==> config.mk <==
export PLATFORM = sky130hd
export DESIGN_NAME = fetch_redirect_ctrl
export DESIGN_NICKNAME = d
export VERILOG_FILES = /design/src/rtl/fetch_redirect_ctrl_pkg.sv /design/src/rtl/fetch_redirect_ctrl_buffer.sv /design/src/rtl/fetch_redirect_ctrl.sv
export SDC_FILE = /design/constraint.sdc
export NUM_CORES = 1
export LEC_CHECK = 0
export ABC_CLOCK_PERIOD_IN_PS = 2300
export CAP_MARGIN = 10
export CORE_MARGIN = 1.5
export CORE_UTILIZATION = 45
export DETAILED_ROUTE_END_ITERATION = 12
export PLACE_DENSITY = 0.71
export SLEW_MARGIN = 10
export SYNTH_ARGS = -nofsm -noshare
export SYNTH_HDL_FRONTEND = slang
export SYNTH_SLANG_ARGS = --single-unit
==> constraint.sdc <==
create_clock -name clk -period 2.3 [get_ports clk]
set_input_delay 0.23 -clock clk [delete_from_list [all_inputs] [get_ports clk]]
set_output_delay 0.23 -clock clk [all_outputs]
set_load 0.02 [all_outputs]
==> src/rtl/fetch_redirect_ctrl_pkg.sv <==
// Shared types and constants for the instruction-fetch sequencer.
package fetch_redirect_ctrl_pkg;

    localparam int unsigned INSTR_W = 32;
    localparam int unsigned ADDR_W  = 32;
    localparam logic [ADDR_W-1:0] PC_STEP = 32'd4;

    typedef enum logic [1:0] {
        StBoot,
        StFetch,
        StStall,
        StKill
    } fetch_state_e;

    function automatic logic [ADDR_W-1:0] word_align(input logic [ADDR_W-1:0] addr);
        return {addr[ADDR_W-1:2], 2'b00};
    endfunction

endpackage

==> src/rtl/fetch_redirect_ctrl_buffer.sv <==
// Output register plus one skid entry between instruction memory and IF/ID.
module fetch_buffer
    import fetch_redirect_ctrl_pkg::*;
(
    input  logic               clk,
    input  logic               rst_n,
    input  logic               i_load,
    input  logic [INSTR_W-1:0] i_load_instr,
    input  logic [ADDR_W-1:0]  i_load_pc,
    input  logic               i_consume,
    input  logic               i_flush,
    output logic               o_valid,
    output logic [INSTR_W-1:0] o_instr,
    output logic [ADDR_W-1:0]  o_pc,
    output logic               o_full
);

    logic               r_out_valid;
    logic [INSTR_W-1:0] r_out_instr;
    logic [ADDR_W-1:0]  r_out_pc;
    logic               r_skid_valid;
    logic [INSTR_W-1:0] r_skid_instr;
    logic [ADDR_W-1:0]  r_skid_pc;

    always_ff @(posedge clk or negedge rst_n) begin
        if (!rst_n) begin
            r_out_valid  <= 1'b0;
            r_out_instr  <= '0;
            r_out_pc     <= '0;
            r_skid_valid <= 1'b0;
            r_skid_instr <= '0;
            r_skid_pc    <= '0;
        end else if (i_flush) begin
            r_out_valid  <= 1'b0;
            r_skid_valid <= 1'b0;
        end else if (!r_out_valid || i_consume) begin
            // Output slot frees up: skid drains first to keep program order.
            if (r_skid_valid) begin
                r_out_valid  <= 1'b1;
                r_out_instr  <= r_skid_instr;
                r_out_pc     <= r_skid_pc;
                r_skid_valid <= i_load;
                if (i_load) begin
                    r_skid_instr <= i_load_instr;
                    r_skid_pc    <= i_load_pc;
                end
            end else begin
                r_out_valid <= i_load;
                if (i_load) begin
                    r_out_instr <= i_load_instr;
                    r_out_pc    <= i_load_pc;
                end
            end
        end else if (i_load) begin
            r_skid_valid <= 1'b1;
            r_skid_instr <= i_load_instr;
            r_skid_pc    <= i_load_pc;
        end
    end

    assign o_valid = r_out_valid;
    assign o_instr = r_out_instr;
    assign o_pc    = r_out_pc;
    assign o_full  = r_skid_valid;

endmodule

==> src/rtl/fetch_redirect_ctrl.sv <==
// Fetch sequencer: PC, imem req/ready handshake, redirect merge and pipeline flushes.
module fetch_redirect_ctrl
    import fetch_redirect_ctrl_pkg::*;
#(
    parameter logic [ADDR_W-1:0] RESET_PC = 32'h0000_0000
) (
    input  logic               clk,
    input  logic               rst_n,
    input  logic               i_branch_taken,
    input  logic               i_jump,
    input  logic [ADDR_W-1:0]  i_branch_addr,
    input  logic [ADDR_W-1:0]  i_jump_addr,
    input  logic               i_stall_if,
    output logic               o_imem_req,
    output logic [ADDR_W-1:0]  o_imem_addr,
    input  logic               i_imem_ready,
    input  logic [INSTR_W-1:0] i_imem_rdata,
    output logic               o_if_valid,
    output logic [INSTR_W-1:0] o_if_instr,
    output logic [ADDR_W-1:0]  o_if_pc,
    output logic               o_flush_ifid,
    output logic               o_flush_idex,
    output logic               o_flush_exmem
);

    fetch_state_e      r_state;
    fetch_state_e      w_state_next;
    logic [ADDR_W-1:0] r_pc;
    logic [ADDR_W-1:0] w_pc_next;
    logic [ADDR_W-1:0] r_req_addr;
    logic [ADDR_W-1:0] w_req_addr_next;

    logic              w_redirect;
    logic [ADDR_W-1:0] w_target;
    logic              w_consume;
    logic              w_load;
    logic              w_skid_fill;
    logic              w_buf_full;

    assign w_redirect  = i_branch_taken | i_jump;
    assign w_target    = word_align(i_branch_taken ? i_branch_addr : i_jump_addr);
    assign w_consume   = o_if_valid & ~i_stall_if;
    assign w_load      = (r_state == StFetch) & i_imem_ready & ~w_redirect;
    // In FETCH the skid is always empty, so this load is the one that fills it.
    assign w_skid_fill = w_load & o_if_valid & ~w_consume;

    always_comb begin
        w_state_next    = r_state;
        w_pc_next       = r_pc;
        w_req_addr_next = r_req_addr;
        case (r_state)
            StBoot: begin
                w_state_next    = StFetch;
                w_pc_next       = w_redirect ? w_target : RESET_PC;
                w_req_addr_next = w_redirect ? w_target : RESET_PC;
            end
            StFetch: begin
                if (w_redirect) begin
                    w_pc_next = w_target;
                    if (i_imem_ready) begin
                        w_req_addr_next = w_target;
                    end else begin
                        w_state_next = StKill;
                    end
                end else if (i_imem_ready) begin
                    w_pc_next       = r_pc + PC_STEP;
                    w_req_addr_next = r_pc + PC_STEP;
                    w_state_next    = w_skid_fill ? StStall : StFetch;
                end
            end
            StStall: begin
                if (w_redirect) begin
                    w_state_next    = StFetch;
                    w_pc_next       = w_target;
                    w_req_addr_next = w_target;
                end else if (w_consume) begin
                    w_state_next    = StFetch;
                    w_req_addr_next = r_pc;
                end
            end
            StKill: begin
                if (w_redirect) begin
                    w_pc_next = w_target;
                    if (i_imem_ready) begin
                        w_state_next    = StFetch;
                        w_req_addr_next = w_target;
                    end
                end else if (i_imem_ready) begin
                    w_state_next    = StFetch;
                    w_req_addr_next = r_pc;
                end
            end
            default: w_state_next = StBoot;
        endcase
    end

    always_ff @(posedge clk or negedge rst_n) begin
        if (!rst_n) begin
            r_state    <= StBoot;
            r_pc       <= RESET_PC;
            r_req_addr <= RESET_PC;
        end else begin
            r_state    <= w_state_next;
            r_pc       <= w_pc_next;
            r_req_addr <= w_req_addr_next;
        end
    end

    fetch_buffer u_fetch_buffer (
        .clk          (clk),
        .rst_n        (rst_n),
        .i_load       (w_load),
        .i_load_instr (i_imem_rdata),
        .i_load_pc    (r_req_addr),
        .i_consume    (w_consume),
        .i_flush      (w_redirect),
        .o_valid      (o_if_valid),
        .o_instr      (o_if_instr),
        .o_pc         (o_if_pc),
        .o_full       (w_buf_full)
    );

    assign o_imem_req    = (r_state == StFetch) || (r_state == StKill);
    assign o_imem_addr   = r_req_addr;
    assign o_flush_ifid  = w_redirect;
    assign o_flush_idex  = w_redirect;
    assign o_flush_exmem = w_redirect;

    logic w_unused;
    assign w_unused = w_buf_full;

endmodule

==> impl_metrics.py, run 1 <==
metrics = {
    "detailed_routing": {
        "antenna_left": 0,
        "drc": 0,
        "wl_per_cell_um": 19.3,
        "via_per_inst": 5.89,
        "totalWireLength_um": 32300,
        "drt-initial-drc-count": 1122,
        "vias": 9891,
        "drtPass1Iterations": 6,
    },
    "sta": {
        "tightest_slew_ns": 0.593,
        "fin_worst_skew_ns": 0.0176,
        "fin_crit_sh_pct": 96.9,
        "setup-violations-final": 0,
        "drv_slew": 0,
        "clock.fmax_mhz": 449,
        "relSlewSlack_pct": 60.5,
        "min_period_ns": 2.23,
        "rsz0062_at_grt": "yes",
        "hold_violations": 0,
    },
    "clocking": {
        "clkLatencyLatePin_ns": 0.44,
        "cts_max_path_buffers": 2,
        "cts_tree": "done",
        "clock-sinks": 194,
        "cts_buffers": 17,
        "htree_levels": 4,
        "clock-root-buffer": "clkbuf_16",
        "path_clk_slew_ns": 0.08,
    },
    "min_path": {
        "hold_class": "primary input to async pin",
    },
    "synth": {
        "synth_ff_type": "dfrtp_1",
        "ys_warn_count": 0,
        "synth-edff-count": 0,
        "synth_cell_types": 65,
        "syn_area_um2": 10700,
        "ys_ff_latch": 194,
        "netlist_instances": 1122,
        "synth_area_per_cell_um2": 9.51,
        "async_reset_ff_share_pct": 100,
        "syn-num-nets": 1225,
        "seq_area_frac_synth_pct": 45.5,
    },
    "grt": {
        "grt_max_degree": 70,
        "antenna_found_initial": 0,
        "grtUsageTotal_pct": 26.8,
        "grt_pass1_vias": 9586,
        "gr-total-overflow": 0,
        "grt_pass1_wl_um": 51500,
    },
    "power_and_ir_drop": {
        "finalPower_mw": 10.4,
        "ir_drop_v": 0.000402,
        "power.density_nw_per_um2": 727,
        "p_leak_nw": 5.98,
    },
    "run_status": {
        "outcome": "completed",
    },
    "finish": {
        "diodes": 0,
        "fin_util_pct": 60.9,
        "drive_gt1_share_pct": 16.6,
        "area_delta_synth_final_pct": 33.6,
        "final_nets": 1450,
        "fillCellCount": 2043,
    },
    "setup_path": {
        "path_max_fanout": 5,
        "slowest_stage": "or4_1",
        "rrSetupSlack_ns": 0.07,
        "rr_worst_depth": 7,
        "cpPeakStageDelay_ns": 0.52,
        "path_cells": "buf_4 -> ha_1 -> nand4_1 -> or4_1 -> nor3_1 -> xnor2_1 -> o2111ai_1",
        "arrival_ns": 2.51,
        "reg2reg_from": "r_pc[2]",
        "critPathCaptureType": "register",
        "critPathKind": "register to register",
        "start_kind": "register",
        "r2r_end": "o_imem_addr[22]",
        "path_delay_family": "simple AND/OR/NAND/NOR gates",
        "critPathBufInv": 1,
        "crit_required_ns": 2.58,
    },
    "die": {
        "ios": 203,
        "chipHeight_um": 157,
        "coreArea_um2": 23400,
        "die_w_um": 157,
        "initial_core_util_pct": 45.6,
        "rows": 56,
        "dieArea_um2": 24600,
    },
    "flow_run": {
        "drv_cap": 0,
    },
    "place": {
        "hpwl_um": 23200,
        "gp_congestion": 0.922,
        "io_buffers": 198,
    },
}
[stage by stage]
stage                     hold WS, ns  setup TNS, ns  setup WS, ns  cells  instance area [um2]
after global placement          0.287              0        0.0728   1646                13700
after global routing            0.423        -0.0766       -0.0299   1678                14300
final                           0.357              0        0.0710   1678                14300
after CTS                       0.385              0        0.0679   1678                14300
after detailed placement        0.289              0        0.0399   1646                13700
after floorplan               -0.0656              0       0.00112   1122                10700
[registers in the layout (all words and copies together), names as in the netlist]
| signal | flops |
|---|---|
| u_fetch_buffer.o_full | 1 |
| u_fetch_buffer.o_instr | 32 |
| o_imem_addr | 32 |
| u_fetch_buffer.r_skid_pc | 32 |
| r_state | 2 |
| u_fetch_buffer.o_valid | 1 |
| r_pc | 30 |
| u_fetch_buffer.r_skid_instr | 32 |
| u_fetch_buffer.o_pc | 32 |
[cell families (layout without fill, tap and decap cells)]
group	count (synthesis)	in the layout	synth area share, %
AOI/OAI and AO/OA	318	318	18.8
DFF	194	194	45.5
and+or+nand+nor	323	323	13.9
adders and majority gates	1	1	0.117
buffers and inverters	105	342	3.94
xor gates and xnor gates	15	15	1.23
muxes	166	166	16.5
[routing by layer]
| layer | vias up | share of wire (%) | global-route usage (%) |
|---|---|---|---|
| met5 | - | 0 | 0 |
| met4 | 0 | 2.9 | 9.12 |
| met3 | 76 | 9.2 | 5.70 |
| met2 | 506 | 46 | 42.8 |
| met1 | 4746 | 42 | 36.2 |
| li1 | 4563 | - | - |
[where the power goes]
group          internal [mW]  total (mW)  switching, mW
logic                   1.46        3.05           1.59
registers               3.93        4.37          0.445
clock network           1.46        2.95           1.49
total                   6.85        10.4           3.53
[cell type report]
cell class / count / area [um2] / area share [%]
Timing Repair Buffer: 300 / 2960 / 20.8
Tap cell: 319 / 399 / 2.80
Clock buffer: 17 / 425 / 2.98
Clock inverter: 14 / 160 / 1.12
Sequential cell: 194 / 4860 / 34.1
Multi-Input combinational cell: 823 / 5410 / 38.0
Inverter: 11 / 41.3 / 0.290
[worst max-delay path by stage]
stage                       from                    endpoint  slack (ns)  cells after the start
finish                   r_pc[2]             o_imem_addr[22]        0.07                      7
CTS                      r_pc[2]             o_imem_addr[31]        0.07                      5
floorplan                r_pc[4]             o_imem_addr[31]       0.001                      7
global route             r_pc[2]             o_imem_addr[26]       -0.03                      7
global placement    i_imem_ready     u_fetch_buffer.o_pc[22]        0.07                      9
detailed placement  i_imem_ready  u_fetch_buffer.o_instr[12]        0.04                      9
[cell usage in the layout, fill, tap and decap left out, types with 6 or more instances in the layout]
cell type and n:
nand2_1 121, buf_12 17, o31ai_1 6, o211ai_1 7, mux2_2 78, o21ai_0 120
xor2_1 10, or3_1 6, and3_1 6, clkdlybuf4s50_1 196, nor2_1 82, mux2i_1 88
inv_1 9, nor4_1 17, a22oi_1 14, nand2b_1 9, nor2b_1 9, a221oi_1 12
o2bb2ai_1 9, o221ai_1 9, nand4_1 8, dfrtp_1 193, nand3_1 15, buf_4 84
a31oi_1 20, nor3_1 30, a21oi_1 54, clkbuf_16 17, o22ai_1 11, a211oi_1 10
[cells in the mapped netlist (all sizes together) (14+ instances only)]
cell,count,share of area [%]
dfrtp,194,45
nand2,121,4.3
o21ai,121,5.7
mux2i,88,8.3
nor2,84,3.0
mux2,78,8.2
clkbuf,59,2.1
a21oi,54,2.5
buf,35,1.5
nor3,30,1.4
a31oi,20,1.2
nor4,17,1.0
nand3,15,0.70
a22oi,14,0.98
[repair_timing]
| item | in CTS | in global routing |
|---|---|---|
| setup buffers | 0 | 0 |
| endpoints found under the hold margin | 63 | 0 |
| gates resized for setup | 0 | 1 |
| hold buffers | 1 | 0 |
| endpoints found under the setup margin | 0 | 6 |
(Power assumes the default switching activity.)
==> run 2, diff against run 1 <==
- REMOVE_ABC_BUFFERS: not set -> 1
==> impl_metrics.py, run 2 (synthesized netlist as in run 1, its figures left out) <==
metrics = {
    "run_status": {
        "outcome": "completed",
    },
    "detailed_routing": {
        "drt-initial-drc-count": 840,
        "vias": 9880,
        "drtPass1Iterations": 5,
        "wl_per_cell_um": 19.7,
        "totalWireLength_um": 33100,
        "drc": 0,
        "via_per_inst": 5.88,
        "antenna_left": 0,
    },
    "grt": {
        "antenna_found_initial": 0,
        "grt_pass1_vias": 9561,
        "grtUsageTotal_pct": 27.2,
        "grt_max_degree": 66,
        "grt_pass1_wl_um": 51800,
        "gr-total-overflow": 0,
    },
    "sta": {
        "relSlewSlack_pct": 55.6,
        "tightest_slew_ns": 0.661,
        "rsz0062_at_grt": "no",
        "layout_setup_ws_ns": 0.0635,
        "drv_slew": 0,
        "hold_violations": 0,
        "clock.fmax_mhz": 447,
        "fin_worst_skew_ns": 0.0140,
        "setup-violations-final": 0,
        "fin_crit_sh_pct": 97.2,
        "min_period_ns": 2.24,
    },
    "place": {
        "io_buffers": 198,
        "post_dp_cell_area_um2": 13700,
        "gp_congestion": 0.943,
        "post-place-ws_ns": -0.0426,
        "hpwl_um": 23500,
        "dpl.cell_count": 1648,
    },
    "clocking": {
        "clock-root-buffer": "clkbuf_16",
        "postCtsSetupBuffers": 0,
        "htree_levels": 4,
        "cts_tree": "done",
        "clkLatencyLatePin_ns": 0.45,
        "path_clk_slew_ns": 0.08,
        "cts_max_path_buffers": 2,
        "cts_buffers": 17,
        "clock-sinks": 194,
    },
    "setup_path": {
        "slowest_stage": "or4_4",
        "arrival_ns": 2.55,
        "critPathKind": "register to register",
        "crit_required_ns": 2.62,
        "cpPeakStageDelay_ns": 0.57,
        "critPathCaptureType": "register",
        "start_kind": "register",
        "path_max_fanout": 15,
        "path_cells": "nand4_1 -> or4_4 -> buf_4 -> o31a_1 -> o311ai_0 -> a21oi_1",
    },
    "die": {
        "initial_core_util_pct": 45.6,
        "rows": 56,
        "dieArea_um2": 24600,
        "ios": 203,
        "chipHeight_um": 157,
        "coreArea_um2": 23400,
        "die_w_um": 157,
    },
    "finish": {
        "fin_util_pct": 61.0,
        "final_area_um2": 14300,
        "final_nets": 1452,
        "drive_gt1_share_pct": 16.9,
        "diodes": 0,
        "layout_commonest_cell": "clkdlybuf4s50_1",
        "fin_cells": 1681,
        "layout_common_cells": "clkdlybuf4s50_1, dfrtp_1, nand2_1, o21ai_0, mux2i_1",
        "area_delta_synth_final_pct": 33.9,
    },
    "flow_run": {
        "drv_cap": 0,
    },
    "power_and_ir_drop": {
        "p_leak_nw": 5.98,
        "finalPower_mw": 10.3,
        "ir_drop_v": 0.000436,
        "power.density_nw_per_um2": 724,
    },
    "min_path": {
        "hold_class": "primary input to async pin",
    },
}
-- run 2: cell count changes in the layout (fill, tap and decap cells not counted) --
cell / delta
buf_4: +3
clkinv_8: +2
buf_12: -1
clkbuf_1: +1
clkinv_4: -1
inv_12: -1
nor3_1: -1
nor3_2: +1
nor4_1: -1
nor4_2: +1
-- run 2: what timing repair did --
item / 4_1_cts / 5_1_grt
setup endpoints to repair: 0 / 4
hold endpoints to repair: 58 / 0
hold buffers: 1 / 0
gates resized for setup: 0 / 3
-- run 2: critical path, delay by kind of cell, from the launching register on --
kind / cells / cell delay (ns)
DFF: 1 / 0.35
and+or+nand+nor: 2 / 0.72
buffers and inverters: 1 / 0.23
AOI/OAI and AO/OA: 3 / 0.81
-- run 2: path summary, 6_finish.rpt --
path                                                   endpoint                  startpoint  depth (start not counted)  slack [ns]
worst max-delay path                            o_imem_addr[23]                     r_pc[6]                          6        0.06
worst min-delay path            u_fetch_buffer.r_skid_instr[12]                       rst_n                          2        0.33
worst max register to register                  o_imem_addr[23]                     r_pc[6]                          6        0.06
worst min register to register       u_fetch_buffer.o_instr[17]  u_fetch_buffer.o_instr[17]                          2        0.48
max in group asynchronous               u_fetch_buffer.o_pc[30]                       rst_n                          3        1.22
min in group clk                                        r_pc[5]              i_branch_taken                          5        0.34
-- run 2: per-stage QoR --
stage	hold slack (ns)	TNS [ns]
final	0.328	0
after detailed placement	0.245	-0.120
after CTS	0.320	0
after global placement	0.245	0
after global routing	0.349	0
after floorplan	-0.0656	-617.59
-- run 2: power by group --
group / total (mW) / internal [mW] / switching (mW)
registers: 4.33 / 3.93 / 0.399
logic: 3.03 / 1.45 / 1.58
clock network: 2.99 / 1.47 / 1.52
-- run 2: cell type report --
class | instances | area (um2)
sequential | 194 | 4860
timing repair buffer | 302 | 2960
inverter | 11 | 41.3
fill | 2014 | 9120
tap | 319 | 399
multi-input combinational | 823 | 5430
clock inverter | 14 | 168
clock buffer | 18 | 429
-- run 2: per-layer routing --
| layer | vias to the layer above | track usage [%] | part of all wire [%] |
|---|---|---|---|
| met1 | 4780 | 36.4 | 44 |
| li1 | 4579 | - | - |
| met5 | - | 0 | 0 |
| met4 | 0 | 10.5 | 2.6 |
| met2 | 451 | 43.7 | 46 |
| met3 | 70 | 5.07 | 7.3 |
==> run 3, diff against run 2 <==
- GPL_ROUTABILITY_DRIVEN: not set -> 0
- SKIP_CTS_REPAIR_TIMING: not set -> 1
==> impl_metrics.py, run 3 (synthesized netlist as in run 1, its figures left out) <==
metrics = {
    "run_status": {
        "outcome": "completed",
    },
    "place": {
        "dpl.cell_count": 1644,
        "io_buffers": 198,
        "post_dp_cell_area_um2": 13600,
        "hpwl_um": 22800,
    },
    "sta": {
        "setup-violations-final": 0,
        "clock.fmax_mhz": 451,
        "hold_violations": 0,
        "drv_slew": 0,
        "relSlewSlack_pct": 44.0,
        "tightest_slew_ns": 0.839,
        "min_period_ns": 2.22,
        "fin_crit_sh_pct": 96.3,
        "fin_worst_skew_ns": 0.0153,
        "holdWs_ns": 0.344,
        "rsz0062_at_grt": "no",
    },
    "setup_path": {
        "path_cells": "nand4_1 -> or4_4 -> buf_4 -> o31a_1 -> o311ai_0 -> a21oi_1",
        "rr_worst_depth": 6,
        "crit_required_ns": 2.62,
        "start_kind": "register",
        "crit_end": "o_imem_addr[23]",
        "critPathBufInv": 1,
        "arrival_ns": 2.53,
        "critPathCaptureType": "register",
        "cpPeakStageDelay_ns": 0.57,
        "path_max_fanout": 15,
        "critPathKind": "register to register",
        "reg2reg_from": "r_pc[6]",
        "critPathLaunch": "r_pc[6]",
        "slowest_stage": "or4_4",
        "r2r_end": "o_imem_addr[23]",
        "crit_cells": 6,
        "path_delay_family": "compound AO/OA/AOI/OAI gates",
        "rrSetupSlack_ns": 0.08,
    },
    "power_and_ir_drop": {
        "p_leak_nw": 5.97,
        "finalPower_mw": 10.4,
        "ir_drop_v": 0.000460,
        "power.density_nw_per_um2": 729,
    },
    "clocking": {
        "cts_max_path_buffers": 2,
        "htree_levels": 4,
        "clock-sinks": 194,
        "cts_tree": "done",
        "cts_buffers": 17,
        "clock-root-buffer": "clkbuf_16",
        "clkLatencyLatePin_ns": 0.45,
        "path_clk_slew_ns": 0.08,
    },
    "finish": {
        "layout_common_cells": "clkdlybuf4s50_1, dfrtp_1, nand2_1, o21ai_0, mux2i_1",
        "fin_cells": 1677,
        "final_nets": 1448,
        "drive_gt1_share_pct": 16.6,
        "diodes": 0,
        "final_area_um2": 14200,
        "area_delta_synth_final_pct": 33.5,
        "layout_commonest_cell": "clkdlybuf4s50_1",
        "fin_util_pct": 60.9,
    },
    "grt": {
        "grtUsageTotal_pct": 26.7,
        "gr-total-overflow": 0,
        "grt_pass1_wl_um": 50900,
        "grt_pass1_vias": 9361,
        "grt_max_degree": 72,
        "antenna_found_initial": 0,
    },
    "die": {
        "dieArea_um2": 24600,
        "die_w_um": 157,
        "rows": 56,
        "chipHeight_um": 157,
        "coreArea_um2": 23400,
        "ios": 203,
        "initial_core_util_pct": 45.6,
    },
    "detailed_routing": {
        "wl_per_cell_um": 19.3,
        "drc": 0,
        "vias": 9869,
        "via_per_inst": 5.88,
        "antenna_left": 0,
        "drtPass1Iterations": 8,
        "totalWireLength_um": 32400,
        "drt-initial-drc-count": 897,
    },
    "flow_run": {
        "drv_cap": 0,
    },
    "min_path": {
        "hold_class": "primary input to async pin",
    },
}
run 3: cell count changes in the layout (fill, tap and decap cells not counted), sizes merged:
cell / previous run / this run
buf: 104 / 100
inv: 17 / 20
clkinv: 8 / 6
clkbuf: 19 / 18
run 3: per-layer routing:
metal | routed length [um] | GRT usage [%] | vias up
met5 | 0 | 0 | -
met4 | 890 | 9.89 | 0
met3 | 2590 | 4.93 | 83
li1 | - | - | 4564
met2 | 15000 | 42.8 | 462
met1 | 14000 | 36.0 | 4760
run 3: metrics by stage:
step	worst slack, ns	setup TNS [ns]
after floorplan	-4.14	-617.59
after global placement	-0.178	-1.35
after detailed placement	-0.249	-2.21
after CTS	0.0512	0
after global routing	0.00579	0
final	0.0845	0
run 3: worst min-delay path by stage:
stage / startpoint / depth (start not counted) / end / slack [ns]
final: rst_n / 2 / u_fetch_buffer.o_instr[1] / 0.34
after global placement: rst_n / 1 / u_fetch_buffer.o_instr[1] / 0.28
after detailed placement: rst_n / 1 / u_fetch_buffer.o_instr[1] / 0.28
after global routing: rst_n / 2 / u_fetch_buffer.o_instr[1] / 0.43
after floorplan: rst_n / 0 / o_imem_addr[0] / -0.07
after CTS: rst_n / 1 / u_fetch_buffer.o_instr[1] / -0.20
run 3: cell type report:
cell class                      count  area, um2
Timing Repair Buffer              298       2930
Sequential cell                   194       4860
Clock buffer                       17        425
Multi-Input combinational cell    823       5420
Tap cell                          319        399
Clock inverter                     15        180
Fill cell                        2002       9160
Inverter                           11       41.3
run 3: report_power, final:
| part | total, mW | switching, mW | internal, mW |
|---|---|---|---|
| Sequential | 4.32 | 0.392 | 3.93 |
| Clock | 3.06 | 1.57 | 1.48 |
| Combinational | 3.01 | 1.57 | 1.44 |
